<file path="config.mk">
export PLATFORM = sky130hd
export DESIGN_NAME = pulse_tx
export DESIGN_NICKNAME = d
export VERILOG_FILES = /design/src/rtl/pulse_tx_pkg.sv /design/src/rtl/pulse_tx_slot_timer.sv /design/src/rtl/pulse_tx.sv
export SDC_FILE = /design/constraint.sdc
export NUM_CORES = 1
export LEC_CHECK = 0
export BUFFER_PORTS_ARGS = -buffer_cell sky130_fd_sc_hd__buf_4
export CORE_UTILIZATION = 55
export DETAILED_ROUTE_END_ITERATION = 6
export GPL_TIMING_DRIVEN = 0
export MAX_ROUTING_LAYER = met4
export PLACE_DENSITY = 0.77
export SLEW_MARGIN = 0
export SYNTH_ARGS = -nofsm -noshare
export SYNTH_HDL_FRONTEND = slang
export SYNTH_SLANG_ARGS = --single-unit
</file>
<file path="constraint.sdc">
create_clock -name clk -period 3.5 [get_ports clk]
set_clock_uncertainty 0.2 [all_clocks]
set_input_delay 0 -clock clk [delete_from_list [all_inputs] [get_ports clk]]
set_output_delay 0 -clock clk [all_outputs]
set_load 0.02 [all_outputs]
</file>
<file path="src/rtl/pulse_tx_pkg.sv">
// Shared constants and state encoding for the pulse transmitter and the receive-side shaper.
package pulse_tx_pkg;

  localparam int DEF_PREAMBLE_SIZE  = 8;
  localparam int DEF_PACKET_SIZE    = 24;
  localparam int DEF_PULSE_INTERVAL = 10000;
  localparam int DEF_PULSE_WIDTH    = 4;

  localparam int SLOT_CNT_W = 14;
  localparam int SLOT_IDX_W = 6;

  typedef enum logic [2:0] {
    ST_IDLE     = 3'd0,
    ST_LOAD     = 3'd1,
    ST_PREAMBLE = 3'd2,
    ST_DATA     = 3'd3,
    ST_DONE     = 3'd4
  } tx_state_t;

  // An external slot must be able to hold a pulse plus an equally long gap.
  function automatic logic [SLOT_CNT_W-1:0] select_slot_len(
    input logic                  use_ext,
    input logic [SLOT_CNT_W-1:0] ext_len,
    input logic [SLOT_CNT_W-1:0] min_len,
    input logic [SLOT_CNT_W-1:0] def_len
  );
    return (use_ext && (ext_len >= min_len)) ? ext_len : def_len;
  endfunction

endpackage

</file>
<file path="src/rtl/pulse_tx_slot_timer.sv">
// Slot counter: runs 0..len-1 while enabled, flags the last cycle of a slot and
// reports whether the next cycle falls inside the pulse window.
module slot_timer
  import pulse_tx_pkg::*;
#(
  parameter int PULSE_WIDTH = DEF_PULSE_WIDTH
) (
  input  logic                  clk,
  input  logic                  rst,
  input  logic                  run,
  input  logic [SLOT_CNT_W-1:0] len,
  output logic                  boundary,
  output logic                  window_next
);

  localparam logic [SLOT_CNT_W-1:0] WIDTH_CNT = SLOT_CNT_W'(PULSE_WIDTH);

  logic [SLOT_CNT_W-1:0] cnt;
  logic [SLOT_CNT_W-1:0] cnt_next;

  always_comb begin
    boundary    = run && (cnt == (len - 14'd1));
    cnt_next    = (!run || boundary) ? '0 : cnt + 14'd1;
    window_next = (cnt_next < WIDTH_CNT);
  end

  always_ff @(posedge clk) begin
    if (rst) begin
      cnt <= '0;
    end else begin
      cnt <= cnt_next;
    end
  end

endmodule

</file>
<file path="src/rtl/pulse_tx.sv">
// OOK pulse transmitter: a fixed preamble of pulses followed by one payload bit per slot,
// MSB first. All outputs are registered from next-state values.
module pulse_tx
  import pulse_tx_pkg::*;
#(
  parameter int PREAMBLE_SIZE  = DEF_PREAMBLE_SIZE,
  parameter int PACKET_SIZE    = DEF_PACKET_SIZE,
  parameter int PULSE_INTERVAL = DEF_PULSE_INTERVAL,
  parameter int PULSE_WIDTH    = DEF_PULSE_WIDTH
) (
  input  logic                  clk,
  input  logic                  rst,
  input  logic                  start,
  input  logic                  abort,
  input  logic [PACKET_SIZE-1:0] data_in,
  input  logic                  ext_interval_flag,
  input  logic [SLOT_CNT_W-1:0] ext_interval,
  output logic                  rfout,
  output logic                  tx_rdy,
  output logic                  busy,
  output logic                  done
);

  localparam logic [SLOT_CNT_W-1:0] MIN_EXT_LEN = SLOT_CNT_W'(2 * PULSE_WIDTH);
  localparam logic [SLOT_CNT_W-1:0] DEF_LEN     = SLOT_CNT_W'(PULSE_INTERVAL);
  localparam logic [SLOT_IDX_W-1:0] LAST_PRE    = SLOT_IDX_W'(PREAMBLE_SIZE - 1);
  localparam logic [SLOT_IDX_W-1:0] LAST_DATA   = SLOT_IDX_W'(PACKET_SIZE - 1);

  tx_state_t              state, state_next;
  logic [SLOT_IDX_W-1:0]  slot_idx, slot_idx_next;
  logic [PACKET_SIZE-1:0] shreg, shreg_next;
  logic [SLOT_CNT_W-1:0]  len, len_next;
  logic                   slot_run, boundary, window_next;
  logic                   rfout_next, tx_rdy_next, busy_next, done_next;

  assign slot_run = (state == ST_PREAMBLE) || (state == ST_DATA);

  slot_timer #(
    .PULSE_WIDTH(PULSE_WIDTH)
  ) u_slot_timer (
    .clk        (clk),
    .rst        (rst),
    .run        (slot_run),
    .len        (len),
    .boundary   (boundary),
    .window_next(window_next)
  );

  always_ff @(posedge clk) begin
    if (rst) begin
      state    <= ST_IDLE;
      slot_idx <= '0;
      shreg    <= '0;
      len      <= '0;
      rfout    <= 1'b0;
      tx_rdy   <= 1'b0;
      busy     <= 1'b0;
      done     <= 1'b0;
    end else begin
      state    <= state_next;
      slot_idx <= slot_idx_next;
      shreg    <= shreg_next;
      len      <= len_next;
      rfout    <= rfout_next;
      tx_rdy   <= tx_rdy_next;
      busy     <= busy_next;
      done     <= done_next;
    end
  end

  always_comb begin
    state_next    = state;
    slot_idx_next = slot_idx;
    shreg_next    = shreg;
    len_next      = len;
    case (state)
      ST_IDLE: begin
        if (start && !abort) begin
          state_next = ST_LOAD;
          shreg_next = data_in;
          len_next   = select_slot_len(ext_interval_flag, ext_interval, MIN_EXT_LEN, DEF_LEN);
        end
      end
      ST_LOAD: begin
        state_next    = ST_PREAMBLE;
        slot_idx_next = '0;
      end
      ST_PREAMBLE: begin
        if (boundary) begin
          if (slot_idx == LAST_PRE) begin
            state_next    = ST_DATA;
            slot_idx_next = '0;
          end else begin
            slot_idx_next = slot_idx + 6'd1;
          end
        end
      end
      ST_DATA: begin
        if (boundary) begin
          shreg_next = {shreg[PACKET_SIZE-2:0], 1'b0};
          if (slot_idx == LAST_DATA) begin
            state_next    = ST_DONE;
            slot_idx_next = '0;
          end else begin
            slot_idx_next = slot_idx + 6'd1;
          end
        end
      end
      ST_DONE:  state_next = ST_IDLE;
      default:  state_next = ST_IDLE;
    endcase
    // Abort overrides whatever transition the state would otherwise take.
    if (abort && (state != ST_IDLE)) begin
      state_next    = ST_IDLE;
      slot_idx_next = '0;
    end
  end

  // Decode from next-state values so each registered output lines up with its state.
  always_comb begin
    rfout_next  = window_next &&
                  ((state_next == ST_PREAMBLE) ||
                   ((state_next == ST_DATA) && shreg_next[PACKET_SIZE-1]));
    tx_rdy_next = (state_next == ST_LOAD);
    busy_next   = (state_next != ST_IDLE);
    done_next   = (state_next == ST_DONE);
  end

endmodule

</file>
Word level (Yosys, flattened, before mapping):

Index checks and enable logic that the tools add are counted.

* register bits: 65
* bits of input ports: 43
* output and inout bits: 4
* word-level logic and storage cells: 65

* add/subtract/negate cells: 3
* magnitude comparators: 2
* equal/unequal tests: 13
* mux-type cells: 17
* reductions and logical operators: 20

Operators by type and width (number)
* $mux 24: 2
* $pmux 24 s2: 1
* $mux 14: 2
* $mux 6: 4
* $mux 3: 6
* $pmux 6 s3: 1
* $add 14x1->14 const B: 1
* $eq 14x14->1: 1
* $ge 14x4->1 const B: 1
* $lt 14x3->1 const B: 1
* $sub 14x1->14 const B: 1
* $eq 3x2->1 const B: 4
* $pmux 3 s4: 1
* $reduce_bool 3->1: 3
* $add 6x1->6 const B: 1
* $eq 3x1->1 const B: 2
* $eq 6x3->1 const B: 1
* $eq 6x5->1 const B: 1
* $logic_and 1x1->1: 6
* $ne 2x2->1 const B: 3
* $reduce_and 3->1: 2
* $eq 3x3->1 const B: 1
* $logic_not 3->1: 1
* $logic_or 1x1->1: 3
* other kinds (4): 5

Longest topological paths before layout:

* depth after elaboration: 10
* mapped depth: 12
* mapped depth without buffers: 9

Cells and area by module:

A second synthesis with hierarchy kept.

* cells, all modules: 374
* area total of the unflattened synthesis: 3375.7 sq um

Modules (own cells, without submodules)
* pulse_tx: instances 1, cells an instance 207, area an instance 2075.7 sq um, seq. area each 1021.0 sq um
* slot_timer: instances 1, cells an instance 167, area an instance 1300.0 sq um, seq. area each 280.3 sq um

Worst setup path after synthesis:

No wires, ideal clock.

* kind: register -> register
* from: register len[0]
* to: register slot_idx[3]
* setup time: 123 ps
* arrival time: 2652 ps
* required time: 3177 ps
* path slack: 525 ps
* stages on the path, launching flop included: 11
* path buffers: 1
* period minus slack after synthesis: 2975 ps
* path through: dfxtp_1 > inv_1 > ha_1 > or4b_1 > buf_2 > o32ai_2 > o21ai_1 > or4_4 > o41ai_4 > a21boi_0 > o21ai_0

* longest elaborated chain between the ends: 5
* elaborated cells on any way between the ends: 6
* those cells by class: add/sub: 1; eq/ne: 3; reduce/logical: 2

Ends and longest elaborated chain
* start: declaration: line pulse_tx.sv:32 `logic [SLOT_CNT_W-1:0] len, len_next;`
* start signal: assignment: line pulse_tx.sv:63 `len <= len_next;`
* $sub 14x1->14 *: line pulse_tx_slot_timer.sv:22 `boundary = run && (cnt == (len - 14'd1));`
* $eq 14x14->1 *: line pulse_tx_slot_timer.sv:22
* $logic_and 1x1->1 *: line pulse_tx_slot_timer.sv:22
* $ne 2x2->1 (no line)
* $reduce_and 3->1 (no line) *
* end signal: assignment: line pulse_tx.sv:61 `slot_idx <= slot_idx_next;`
* end: declaration: line pulse_tx.sv:30 `logic [SLOT_IDX_W-1:0] slot_idx, slot_idx_next;`

Every way passes the cells marked *; elsewhere a longest branch is shown, timed or not.
A chain may end at the register's enable or synchronous reset.

Final worst setup path:

* from: register len[0]
* to: register shreg[13]

* longest elaborated chain between the ends: 5

Ends and longest elaborated chain
* $sub 14x1->14: line pulse_tx_slot_timer.sv:22
* $eq 14x14->1: line pulse_tx_slot_timer.sv:22
* $logic_and 1x1->1: line pulse_tx_slot_timer.sv:22
* $ne 2x2->1 (no line)
* $reduce_and 3->1 (no line)
* end signal: assignment: line pulse_tx.sv:62 `shreg <= shreg_next;`
* end: declaration: line pulse_tx.sv:31 `logic [PACKET_SIZE-1:0] shreg, shreg_next;`

Every way passes these cells.

==> results_dict.tcl <==
set metrics [dict create \
    finish.utilization_pct 74.51 \
    synth_area_leaders "dfxtp_1 36%, a22oi_1 6.5%, nand3_1 6.2%, xnor2_1 4.7%, a21oi_1 4.6%" \
    dpl.hpwl_um 6393 \
    grt_overflow 0 \
    via_per_inst 6.056 \
    cts_buffers 9 \
    io_buffers 45 \
    power.total_uw 1699 \
    max_freq_ghz 0.2996 \
    period_share_pct 95.37 \
    fillCellCount 460 \
    rsz0062_at_grt "yes" \
    die_w_um 82.65 \
    stdcell_area_um2 4705 \
    leakagePower_uw 0.001751 \
    crit_type "reg2reg" \
    drt_iter0_drc 228 \
    dieArea_um2 6830 \
    fin_hold_ws_ns 0.05433 \
    core_um2 6314 \
    tightest_slew_ns 0.6992 \
    die_y_um 82.65 \
    setup_viol 0 \
    regArea_um2 1301 \
    clock_latency_ns 0.34 \
    ys_types 63 \
    crit_buf_inv 4 \
    grt_max_degree 12 \
    critPathMaxFanout 10 \
    htree_levels 3 \
    arrival_ns 3.40 \
    clk_path_buf_depth 2 \
    nets 574 \
    syn_to_final_growth_pct 31.51 \
    fin_tns_setup_ns 0 \
    path_delay_family "compound AO/OA/AOI/OAI gates" \
    grt_usage_pct 31.21 \
    diodes 0 \
    finalWirelength_um 9753 \
    wl_per_cell_um 15.99 \
    io_pins 47 \
    avgSynthCellArea_um2 8.417 \
    multi_input_area_um2 2122 \
    start_util_pct 56.66 \
    synth_top_cell_by_area "dfxtp_1" \
    rows 29 \
    grt_pass1_vias 3401 \
    cp_slowest_stage_delay_ns 0.46 \
    gp_congestion 0.8457 \
    synth_warnings 0 \
    ys_seq_area_share_pct 36.38 \
    netlist_instances 425 \
    drc 0 \
    maxCapViolations 0 \
    placed_cell_area_um2 4011 \
    grt_pass1_wl_um 15690 \
    cp-start-kind "register" \
    cpMaxStageDelayCell "a2111oi_0" \
    cts_root_buffer "clkbuf_8" \
    clkTransAtPathRegs_ns 0.08 \
    crit_chain "inv_1, ha_1, or4b_1, buf_2, a2111oi_0, o22ai_1, nand4_1, buf_4, clkbuf_1, nand3_1, a21oi_1" \
    antenna_left 0 \
    synth-main-ff-cell "dfxtp_1" \
    firstDrtPassIters 5 \
    syn_area_um2 3577 \
    hold_viol_final 0 \
    end_kind "register" \
    pwr_density_cell_nw_per_um2 361.1 \
    drive_above_1_share_pct 19.14 \
    cp_data_required_time_ns 3.56 \
    ir_worst_vdd_uv 267.3 \
    antenna_found_initial 0 \
    cts_tree "done" \
    ys_seq_elements 65 \
    slew_violations 0 \
    fin_crit_ns 3.338 \
    hp-class "in2reg" \
    status "complete, no violations" \
    vias 3694 \
    slew_headroom_pct 52.96 \
    async_reset_ff_share_pct 0 \
    syn-num-nets 471 \
    synth-edff-count 0 \
    synth_top_cell_area_share_pct 36.38 \
    cts_sinks 65 \
]
==> placed cells by master, fill, tap and decap left out, types with 4 or more instances in the layout <==
cell type,synthesis,final
clkbuf_8,0,10
xnor2_1,19,19
and3_1,4,4
nor2_2,4,4
dlygate4sd3_1,0,45
a22oi_1,31,31
nor2_4,6,6
nor2_1,36,36
nand2b_1,6,6
buf_2,7,6
nor3_1,17,15
o21ai_0,4,4
clkbuf_1,21,22
a31oi_1,6,6
nand3_1,44,43
inv_1,5,5
buf_4,0,47
nor4_1,12,12
nand4_1,7,7
dfxtp_1,65,65
or3_1,4,4
xor2_1,12,12
a21oi_1,33,33
nand2_1,15,15
==> kinds of logic after synthesis <==
family / share of synthesized area [%]
AND/OR/NAND/NOR: 27.56
AO/OA/AOI/OAI: 20.43
flip-flops: 36.38
buffers and inverters: 5.107
XOR/XNOR: 7.590
multiplexers: 1.889
adder cells (fa/ha/maj): 1.049
==> synth_stat cells, types with 3 or more instances <==
cell type and n:
nor2_1 36, inv_1 5, o21ai_0 4, and3_1 4, nor2_4 6, xnor2_1 19, buf_2 7, and2_1 3
clkbuf_1 21, nor4_1 12, a22oi_1 31, a31oi_1 6, or3_1 4, ha_1 3, nor3_1 17, a21oi_1 33
nand2b_1 6, nand2_1 15, dfxtp_1 65, nand3_1 44, mux2i_1 3, nor2_2 4, xor2_1 12, a21boi_0 3
nand4_1 7, or2_2 3, a211oi_1 3
==> per-stage QoR <==
stage               worst slack (ns)  cells
floorplan                     0.5254    425
global placement              0.2102    547
detailed placement            0.1551    547
CTS                           0.1158    608
global route               -0.009328    610
finish                        0.1620    610
==> final timing paths <==
check        startpoint         to  slack [ns]  cells after the start
max              len[0]  shreg[13]        0.16                     11
min reg2reg    shreg[0]   shreg[0]        0.27                      2
max reg2reg      len[0]  shreg[13]        0.16                     11
min                 rst   state[1]        0.05                      3
==> worst min-delay path, delay by kind of cell <==
family	cells	cell delay (ns)
simple gates	2	0.25
buf+inv	1	0.29
==> metal layers <==
| layer | track usage, % | routed length (um) | up-vias |
|---|---|---|---|
| met3 | 4.286 | 558 | 22 |
| met5 | - | 0 | - |
| met1 | 38.79 | 4184 | 1746 |
| met4 | 12.59 | 197 | 0 |
| li1 | - | - | 1778 |
| met2 | 50.90 | 4813 | 148 |
==> cell type report <==
cell class | instances | area share, %
Multi-Input combinational cell | 322 | 45.11
Sequential cell | 65 | 27.66
Timing Repair Buffer | 92 | 17.07
Buffer | 33 | 3.537
Clock buffer | 11 | 3.005
Tap cell | 77 | 2.048
Clock inverter | 5 | 1.170
Inverter | 5 | 0.3989
==> flip-flops by register name (all words and copies together), names as in the netlist <==
signal,flops
shreg,24
tx_rdy,1
rfout,1
slot_idx,6
state,3
u_slot_timer.cnt,14
len,14
done,1
busy,1
==> repair_timing <==
| item | 4_1_cts | 5_1_grt |
|---|---|---|
| endpoints found under the setup margin | 0 | 24 |
| hold buffers | 45 | 0 |
| endpoints found under the hold margin | 50 | 0 |
| setup buffers | 0 | 2 |
| resized for setup | 0 | 6 |
==> power breakdown <==
group          internal, uW  leakage [uW]  total [uW]  switching (uW)
Combinational           137       0.00113         278             141
Sequential              762      0.000528         782            19.7
Clock                   346     0.0000953         639             293
No activity file was read; power rests on OpenSTA's default activity.
